File: config.mk
export PLATFORM = sky130hd
export DESIGN_NAME = count_stamp
export DESIGN_NICKNAME = d
export VERILOG_FILES = /design/src/rtl/count_stamp.sv
export SDC_FILE = /design/constraint.sdc
export NUM_CORES = 1
export LEC_CHECK = 0
export CAP_MARGIN = 25
export CORE_MARGIN = 2
export CORE_UTILIZATION = 63
export CTS_BUF_LIST = sky130_fd_sc_hd__clkbuf_16
export DETAILED_ROUTE_END_ITERATION = 8
export PLACE_DENSITY = 0.88
export SYNTH_ARGS = -nofsm -noshare
export SYNTH_HDL_FRONTEND = slang
export SYNTH_SLANG_ARGS = --single-unit
File: constraint.sdc
create_clock -name clk -period 10.1 [get_ports clk]
set_input_delay 3.03 -clock clk [delete_from_list [all_inputs] [get_ports clk]]
set_output_delay 3.03 -clock clk [all_outputs]
set_load 0.02 [all_outputs]
File: src/rtl/count_stamp.sv
`default_nettype none
// ============================================================================
// Module   : count_stamp
// Purpose  : Timestamp capture FIFO. On each rising edge of the synchronous
//            event strobe the current 32-bit counter value is pushed into a
//            small first-word-fall-through FIFO and offered to the consumer on
//            a valid/ready interface. When the FIFO is full, new stamps are
//            dropped. Stored stamps are never overwritten.
// Ports    : clk        - single clock, rising edge
//            reset      - synchronous, active-high
//            q[31:0]    - counter value, sampled on capture
//            event_in   - event strobe, synchronous to clk
//            out_valid  - head entry available
//            out_ready  - consumer accepts head when high with out_valid
//            out_data   - head timestamp (don't-care when out_valid = 0)
//            level      - stored entries, 0..DEPTH
//            full       - level == DEPTH
//            overflow   - sticky: a capture was dropped since reset
//            drop_cnt   - saturating dropped-capture count (optional)
// Options  : COUNT_STAMP_DROP_CNT_EN - adds the drop_cnt port and counter
// Revision : 1.0 - initial release
// ============================================================================
module count_stamp #(
   parameter  int DEPTH = 8,
   localparam int AW    = $clog2(DEPTH)
) (
   input  logic          clk,
   input  logic          reset,
   input  logic [31:0]   q,
   input  logic          event_in,
   output logic          out_valid,
   input  logic          out_ready,
   output logic [31:0]   out_data,
   output logic [AW:0]   level,
   output logic          full,
   output logic          overflow
`ifdef COUNT_STAMP_DROP_CNT_EN
   ,
   output logic [15:0]   drop_cnt
`endif
);

   localparam logic [AW:0]   c_full_level = (AW+1)'(DEPTH);
   localparam logic [AW:0]   c_level_one  = (AW+1)'(1);
   localparam logic [AW-1:0] c_ptr_one    = AW'(1);

   // ------------------------------------------------------------------------
   // State
   // ------------------------------------------------------------------------
   logic [31:0]   r_mem [DEPTH];
   logic [AW-1:0] r_wr_ptr;
   logic [AW-1:0] r_rd_ptr;
   logic [AW:0]   r_level;
   logic          r_evt_d;
   logic          r_overflow;

   // ------------------------------------------------------------------------
   // Combinational control
   // ------------------------------------------------------------------------
   logic w_rise;
   logic w_full;
   logic w_empty;
   logic w_pop;
   logic w_push;
   logic w_drop;

   assign w_rise  = event_in & ~r_evt_d;
   assign w_full  = (r_level == c_full_level);
   assign w_empty = (r_level == '0);
   // A pop on an empty FIFO is meaningless, so it is masked here.
   assign w_pop   = out_ready & ~w_empty;
   // A simultaneous pop frees the slot the push needs, so a full FIFO
   // still accepts the capture in that cycle.
   assign w_push  = w_rise & (~w_full | w_pop);
   assign w_drop  = w_rise & w_full & ~w_pop;

   // ------------------------------------------------------------------------
   // Edge detector. Held at 1 in reset so a strobe that is already high when
   // reset releases is not taken as a new event.
   // ------------------------------------------------------------------------
   always_ff @(posedge clk) begin
      if (reset) begin
         r_evt_d <= 1'b1;
      end else begin
         r_evt_d <= event_in;
      end
   end

   // ------------------------------------------------------------------------
   // Storage. Contents are intentionally not reset; reset only empties the
   // FIFO through the pointers and level.
   // ------------------------------------------------------------------------
   always_ff @(posedge clk) begin
      if (!reset && w_push) begin
         r_mem[r_wr_ptr] <= q;
      end
   end

   // ------------------------------------------------------------------------
   // Pointers and occupancy. Pointers wrap naturally at DEPTH because DEPTH
   // is a power of two; level carries the extra bit to tell full from empty.
   // ------------------------------------------------------------------------
   always_ff @(posedge clk) begin
      if (reset) begin
         r_wr_ptr <= '0;
         r_rd_ptr <= '0;
         r_level  <= '0;
      end else begin
         if (w_push) begin
            r_wr_ptr <= r_wr_ptr + c_ptr_one;
         end
         if (w_pop) begin
            r_rd_ptr <= r_rd_ptr + c_ptr_one;
         end
         case ({w_push, w_pop})
            2'b10:   r_level <= r_level + c_level_one;
            2'b01:   r_level <= r_level - c_level_one;
            default: r_level <= r_level;
         endcase
      end
   end

   // ------------------------------------------------------------------------
   // Sticky overflow flag
   // ------------------------------------------------------------------------
   always_ff @(posedge clk) begin
      if (reset) begin
         r_overflow <= 1'b0;
      end else if (w_drop) begin
         r_overflow <= 1'b1;
      end
   end

`ifdef COUNT_STAMP_DROP_CNT_EN
   // ------------------------------------------------------------------------
   // Dropped-capture counter, saturating at all-ones so a long overflow
   // episode never reads back as a small count.
   // ------------------------------------------------------------------------
   logic [15:0] r_drop_cnt;

   always_ff @(posedge clk) begin
      if (reset) begin
         r_drop_cnt <= '0;
      end else if (w_drop && (r_drop_cnt != 16'hFFFF)) begin
         r_drop_cnt <= r_drop_cnt + 16'd1;
      end
   end

   assign drop_cnt = r_drop_cnt;
`endif

   // ------------------------------------------------------------------------
   // Outputs: all derived from registered state, no path from event_in or
   // out_ready.
   // ------------------------------------------------------------------------
   assign out_data  = r_mem[r_rd_ptr];
   assign out_valid = ~w_empty;
   assign level     = r_level;
   assign full      = w_full;
   assign overflow  = r_overflow;

endmodule
`default_nettype wire

# Word level (Yosys, flattened, before mapping)
# Memories as Yosys holds them, arrays and structs flattened. A register that Yosys moved wholly into a read port is not among the register bits.
# Index checks and enable logic that the tools add are counted.
# Widths: inputs -> output; s select.
[word_totals]
wordCells = 32
mem_bits_ro = 0
out_inout_bits = 39
latch_bits = 0
inputBits = 36
mem_bits_rw = 256
ff_bits = 12
mem_count = 1
[op_classes]
reduce_logical = 4
n_bitwise = 10
mux = 5
n_div = 0
n_mul = 0
order_cmp = 0
shifts = 0
eq_ne = 3
add_sub_neg = 4
[mem_list]
columns = ["memory", "words", "width", "read_ports", "rd_clocked_by_memory_dff", "wr", "line_no", "text"]
rows = [
  ["r_mem", 8, 32, 1, 1, 1, "50", "logic [31:0] r_mem [DEPTH];"],
]
[ops]
columns = ["operator", "count"]
rows = [
  ["$pmux 4 s2", 1],
  ["$add 3x1->3 const B", 2],
  ["$mux 3", 2],
  ["$and 1x1->1", 5],
  ["$add 4x1->4 const B", 1],
  ["$eq 4x4->1 const B", 1],
  ["$logic_not 4->1", 1],
  ["$not 1->1", 4],
  ["$sub 4x1->4 const B", 1],
  ["$eq 2x1->1 const B", 1],
  ["$eq 2x2->1 const B", 1],
  ["$mux 1", 2],
  ["$reduce_bool 2->1", 1],
  ["$logic_and 1x1->1", 1],
  ["$logic_not 1->1", 1],
  ["$or 1x1->1", 1],
]

# Logic depth before layout (Yosys ltp)
# Gate-level depths: netlist of the first run.
[depth]
depth_word = 8
ltp_mapped = 8

# Least setup slack after synthesis of the first run
# No wires, ideal clock.
[synth_timing]
path_kind = "input to register"
start = "input port event_in"
end = "memory r_mem[0][0], enable pin"
path_stages = 4
required_time_ns = 9.587
path_slack_ns = 2.599
t_arrival_ns = 6.989
path_buffers = 1
path_cell_list = "nor2b_1 -> buf_2 -> o21ai_4 -> nor4b_1"
[synth_between]
elab_chain_len = 5
[synth_lines]
columns = ["item", "line_no", "text"]
rows = [
  ["from (decl)", "30", "input logic event_in,"],
  ["$and 1x1->1", "67", "assign w_rise = event_in & ~r_evt_d;"],
  ["$and 1x1->1", "74", "assign w_push = w_rise & (~w_full | w_pop);"],
  ["$logic_and 1x1->1", "94", "if (!reset && w_push) begin"],
  ["$mux 1", "94", ""],
  ["$mux 1 (implied by the code)", "95", "r_mem[r_wr_ptr] <= q;"],
  ["to (decl)", "50", ""],
]
# Every way passes these cells.

==> out/qor.csv, run 1 <==
stage,metric,value,unit
clocking,clockBufferDepth,3,
final_layout,diodes,0,
timing,final_hold_viol_count,0,
final_layout,area_growth,17.92,%
worst_setup_path,r2r_cells,4,
clocking,h-tree-depth,1,
final_layout,nets,588,
global_route,grt_max_degree,65,
route,ant_nets,0,
global_route,grt_pass1_vias,5372,
run_status,status,"complete, no violations",
synthesis,synth_edf_count,256,
global_route,grtUsageTotal,23.63,%
synthesis,yosysUniqueCellTypes,41,
timing,drv_slew,0,
route,drtPass1Iterations,5,
final_layout,final_util,76.61,%
route,routedWlPerCell,25.73,um
synthesis,synth_nets,501,
route,vias,4997,
worst_setup_path,cp-end-kind,output port,
floorplanning,num_rows,46,
synthesis,synth_seq_cells,271,
floorplanning,io_pins,75,
clocking,cts_made_buffers,26,
worst_setup_path,crit_type,flop to output port,
route,avgViaCountPerCell,6.390,
timing,post-route-period-util,64.45,%
power,vdd_drop_max,123.5,uV
timing,tightest_slew,1.009,ns
synthesis,netlist_area,10390,um2
timing,min_period,6.510,ns
placement,placedCellCount,737,
min_path,hp-class,flop to flop,
timing,tns,0,ns
clocking,clockRootBuffer,clkbuf_16,
synthesis,yosysSeqAreaShare,76.84,%
power,p_per_area,201.3,nW/um2
clocking,cts_resized,0,
final_layout,instances_no_fill,782,
global_route,grt_pass1_wl,31070,um
route,wl,20120,um
min_path,worst_hold_path.num_cells,2,
placement,port_buffers,74,
synthesis,synth_cells,462,
timing,relSlewSlack,32.63,%
timing,rsz0062_at_grt,no,
timing,setup_viol,0,
global_route,antenna_found_initial,0,
worst_setup_path,reg2reg_from,r_evt_d,
floorplanning,core_area,16000,um2
route,first_iter_violations,478,
worst_setup_path,worstPathRequired,7.07,ns
timing,max_freq,153.6,MHz
clocking,cts.sinks,271,
clocking,post_cts_buffers,0,
worst_setup_path,reg2reg_to,r_mem[4][25],
clocking,clkLatencyLatePin,0.52,ns
synthesis,async_reset_ff_share,0,%
clocking,clk_pin_slew_worst_paths,0.06,ns
synthesis,synthFlopType,edfxtp_1,
route,drc,0,
min_path,hp-start,r_rd_ptr[1],
synthesis,yosysWarnings,0,
floorplanning,fp.dieW,132.5,um
placement,place_hpwl,10510,um
timing,timing.hold.ws,0.5030,ns
worst_setup_path,reg2reg_setup_slack,6.91,ns
clocking,cts_hold_buf,0,
worst_setup_path,critPathLaunchType,flop,
worst_setup_path,cp_max_fo,33,
final_layout,drive_gt1_share,28.45,%
job,cap_violations,0,
final_layout,final_cell_mix,"256 x edfxtp_1, 74 x clkdlybuf4s50_1, 64 x mux4_2",
floorplanning,die_area,17540,um2
floorplanning,die_h,132.5,um
final_layout,final_common_cell,edfxtp_1,
clocking,cts_tree,done,
timing,fin_skew,0.01416,ns
global_route,grt-ovfl-total,0,
floorplanning,start_util,64.97,%
synthesis,avgSynthCellArea,22.50,um2
power,leakage,0.003831,uW
placement,gp_congestion,0.7446,
worst_setup_path,arrival,3.48,ns
==> worst max path at each step <==
stage	startpoint	end	slack (ns)
floorplan	event_in	r_mem[0][0]	2.60
global placement	event_in	r_mem[4][22]	3.91
detailed placement	event_in	r_mem[4][25]	3.70
CTS	flop	out_data[2]	3.49
global route	flop	out_data[2]	3.37
finish	flop	out_data[2]	3.59
==> cell usage after synthesis, drive strengths merged, types with 3 or more instances <==
cell	count	area share, %
edfxtp	256	74
mux4	64	14
mux2	33	3.6
dfxtp	15	2.9
nor2	15	0.54
buf	14	0.76
clkbuf	11	0.40
a21oi	5	0.24
xor2	5	0.42
nand2	4	0.14
nor3	4	0.24
o21ai	4	0.34
ha	3	0.36
nand3	3	0.19
nand3b	3	0.22
==> cell families after synthesis <==
| logic type | share of synthesized area [%] |
|---|---|
| AND/OR/NAND/NOR | 2.239 |
| adder cells (fa/ha/maj) | 0.3611 |
| flip-flops | 76.84 |
| buffers and inverters | 1.192 |
| multiplexers | 17.63 |
| XOR/XNOR | 0.5055 |
| AO/OA/AOI/OAI | 1.228 |
==> flip-flops by register name, indices dropped and copies added (netlist names), named ones only <==
signal    flops
r_mem       256
level         4
r_rd_ptr      3
r_wr_ptr      3
overflow      1
r_evt_d       1
==> metrics by stage <==
step / power (uW) / area, um2 / worst slack [ns]
floorplan: 1475 / 10400 / 2.599
global placement: 1564 / 11390 / 3.909
detailed placement: 1572 / 11450 / 3.700
CTS: 2481 / 12260 / 3.487
global route: 2542 / 12260 / 3.370
finish: 2468 / 12260 / 3.590
==> cell type report <==
cell class,instances,area [um2]
sequential,271,7994
fill,830,3742
multi-input combinational,165,2333
timing repair buffer,84,853.3
clock buffer,27,675.6
tap,216,270.3
clock inverter,18,127.6
inverter,1,3.754
==> power breakdown <==
| group | switching [uW] | internal [uW] |
|---|---|---|
| clock | 389 | 530 |
| sequential | 27.5 | 1240 |
| combinational | 125 | 160 |
==> routing by layer <==
| metal | share of wire, % | global-route usage (%) |
|---|---|---|
| met5 | 0 | 0 |
| met4 | 2.7 | 7.646 |
| met3 | 6.7 | 4.061 |
| met2 | 52 | 39.72 |
| met1 | 39 | 32.27 |
==> critical path, cell delays in order (launching register included) <==
cell and delay, ns:
dfxtp_4 0.78, buf_4 0.65, mux4_2 0.59, mux2_2 0.30, clkdlybuf4s50_1 0.56
Note: power is estimated with default switching activity, not from simulation.
==> run 2, diff against run 1 <==
Settings changed: CORE_UTILIZATION 63 to 52, PLACE_DENSITY 0.88 to 0.78.
Clock period 10.1 ns to 5.3 ns, I/O delays scaled along.
==> out/qor.csv, run 2 (synthesis gave the netlist of run 1 again) <==
stage,metric,value,unit
route,drtPass1Iterations,5,
floorplanning,num_rows,51,
timing,post-route-period-util,85.23,%
clocking,cts_hold_buf,0,
worst_setup_path,cp-end-kind,output port,
clocking,h-tree-depth,1,
final_layout,area_growth,19.05,%
timing,relSlewSlack,33.32,%
worst_setup_path,worstPathRequired,3.71,ns
worst_setup_path,crit_type,flop to output port,
global_route,grt_pass1_wl,30980,um
clocking,clockRootBuffer,clkbuf_16,
timing,fin_skew,0.01819,ns
global_route,grtUsageTotal,19.32,%
final_layout,drive_gt1_share,29.64,%
clocking,clockBufferDepth,3,
final_layout,final_cell_mix,"256 x edfxtp_1, 74 x clkdlybuf4s50_1, 64 x mux4_2",
clocking,cts_tree,done,
power,vdd_drop_max,262.4,uV
floorplanning,core_area,19530,um2
floorplanning,die_h,145.4,um
placement,gp_congestion,0.7748,
route,ant_nets,0,
clocking,cts.sinks,271,
floorplanning,io_pins,75,
global_route,grt-ovfl-total,0,
timing,tightest_slew,1.000,ns
global_route,antenna_found_initial,0,
timing,min_period,4.517,ns
timing,setup_ws,0.7829,ns
worst_setup_path,cp_max_fo,39,
timing,setup_viol,0,
final_layout,diodes,0,
worst_setup_path,reg2reg_setup_slack,2.63,ns
placement,port_buffers,74,
final_layout,fillers,1327,
floorplanning,die_area,21140,um2
timing,max_freq,221.4,MHz
route,wl,19900,um
global_route,grt_pass1_vias,5299,
route,routedWlPerCell,23.63,um
clocking,clk_pin_slew_worst_paths,0.06,ns
power,p_per_area,377.6,nW/um2
final_layout,multi_input_area,2351,um2
route,vias,4830,
timing,tns,0,ns
final_layout,top_register,r_mem,
route,avgViaCountPerCell,5.736,
clocking,cts_resized,0,
final_layout,nets,596,
floorplanning,start_util,53.24,%
final_layout,largest_reg_flops,256,
final_layout,regArea,7994,um2
placement,place_hpwl,11170,um
power,leakage,0.003857,uW
global_route,grt_max_degree,40,
worst_setup_path,arrival,2.93,ns
timing,drv_slew,0,
min_path,hp-class,flop to flop,
route,drc,0,
clocking,post_cts_buffers,0,
worst_setup_path,critPathLaunchType,flop,
route,first_iter_violations,383,
timing,rsz0062_at_grt,no,
clocking,cts_made_buffers,27,
final_layout,final_common_cell,edfxtp_1,
clocking,clkLatencyLatePin,0.53,ns
placement,place_ws,0.9915,ns
run_status,status,"complete, no violations",
job,cap_violations,0,
timing,final_hold_viol_count,0,
floorplanning,fp.dieW,145.4,um
[run 2: final cells by class]
type,count,area share [%]
Inverter,1,0.03033
Timing Repair Buffer,91,7.219
Sequential cell,271,64.59
Tap cell,265,2.679
Clock buffer,27,5.460
Multi-Input combinational cell,165,19.00
Clock inverter,22,1.021
[run 2: per-stage QoR]
stage / std cells / hold slack, ns / total power (uW) / utilization [%] / cell area (um2)
floorplan: 462 / 0.4541 / 2810 / - / 10410
global placement: 793 / 0.4563 / 3001 / 59.27 / 11570
detailed placement: 793 / 0.4663 / 3013 / 59.27 / 11570
CTS: 842 / 0.4743 / 4717 / 63.38 / 12380
global route: 842 / 0.5407 / 4831 / 63.38 / 12380
finish: 842 / 0.4736 / 4673 / 63.38 / 12380
[run 2: routing by layer]
metal / vias to the layer above / share of wire [%] / track usage [%]
met2: 155 / 52 / 33.55
met4: 0 / 2.5 / 6.863
met1: 2518 / 40 / 24.87
met5: - / 0 / 0
li1: 2119 / - / -
met3: 38 / 6.2 / 3.354
[run 2: power breakdown]
group          internal [uW]  switching [uW]  leakage, uW
Clock                    970             739     0.000414
Sequential              2360            37.6      0.00243
Combinational            315             254      0.00102
Total                   3640            1030      0.00386
[run 2: worst max-delay path, stage by stage, from the launching register on]
cell             delay (ns)
dfxtp_2                0.80
buf_12                 0.33
mux4_2                 0.37
mux2_2                 0.30
clkdlybuf4s50_1        0.55
[run 2: path summary, 6_finish.rpt]
kind | startpoint | endpoint | depth (start not counted)
hold / removal | r_rd_ptr[1] | flop | 2
hold reg to reg | r_rd_ptr[1] | flop | 2
setup / recovery | flop | out_data[20] | 4
setup reg to reg | level[3] | r_mem[6][14] | 4
==> run 3, diff against run 2 <==
Settings changed: SLEW_MARGIN set to 20.
==> results of run 3 <==
Final layout, timing and power as in run 2 (identical DEF).
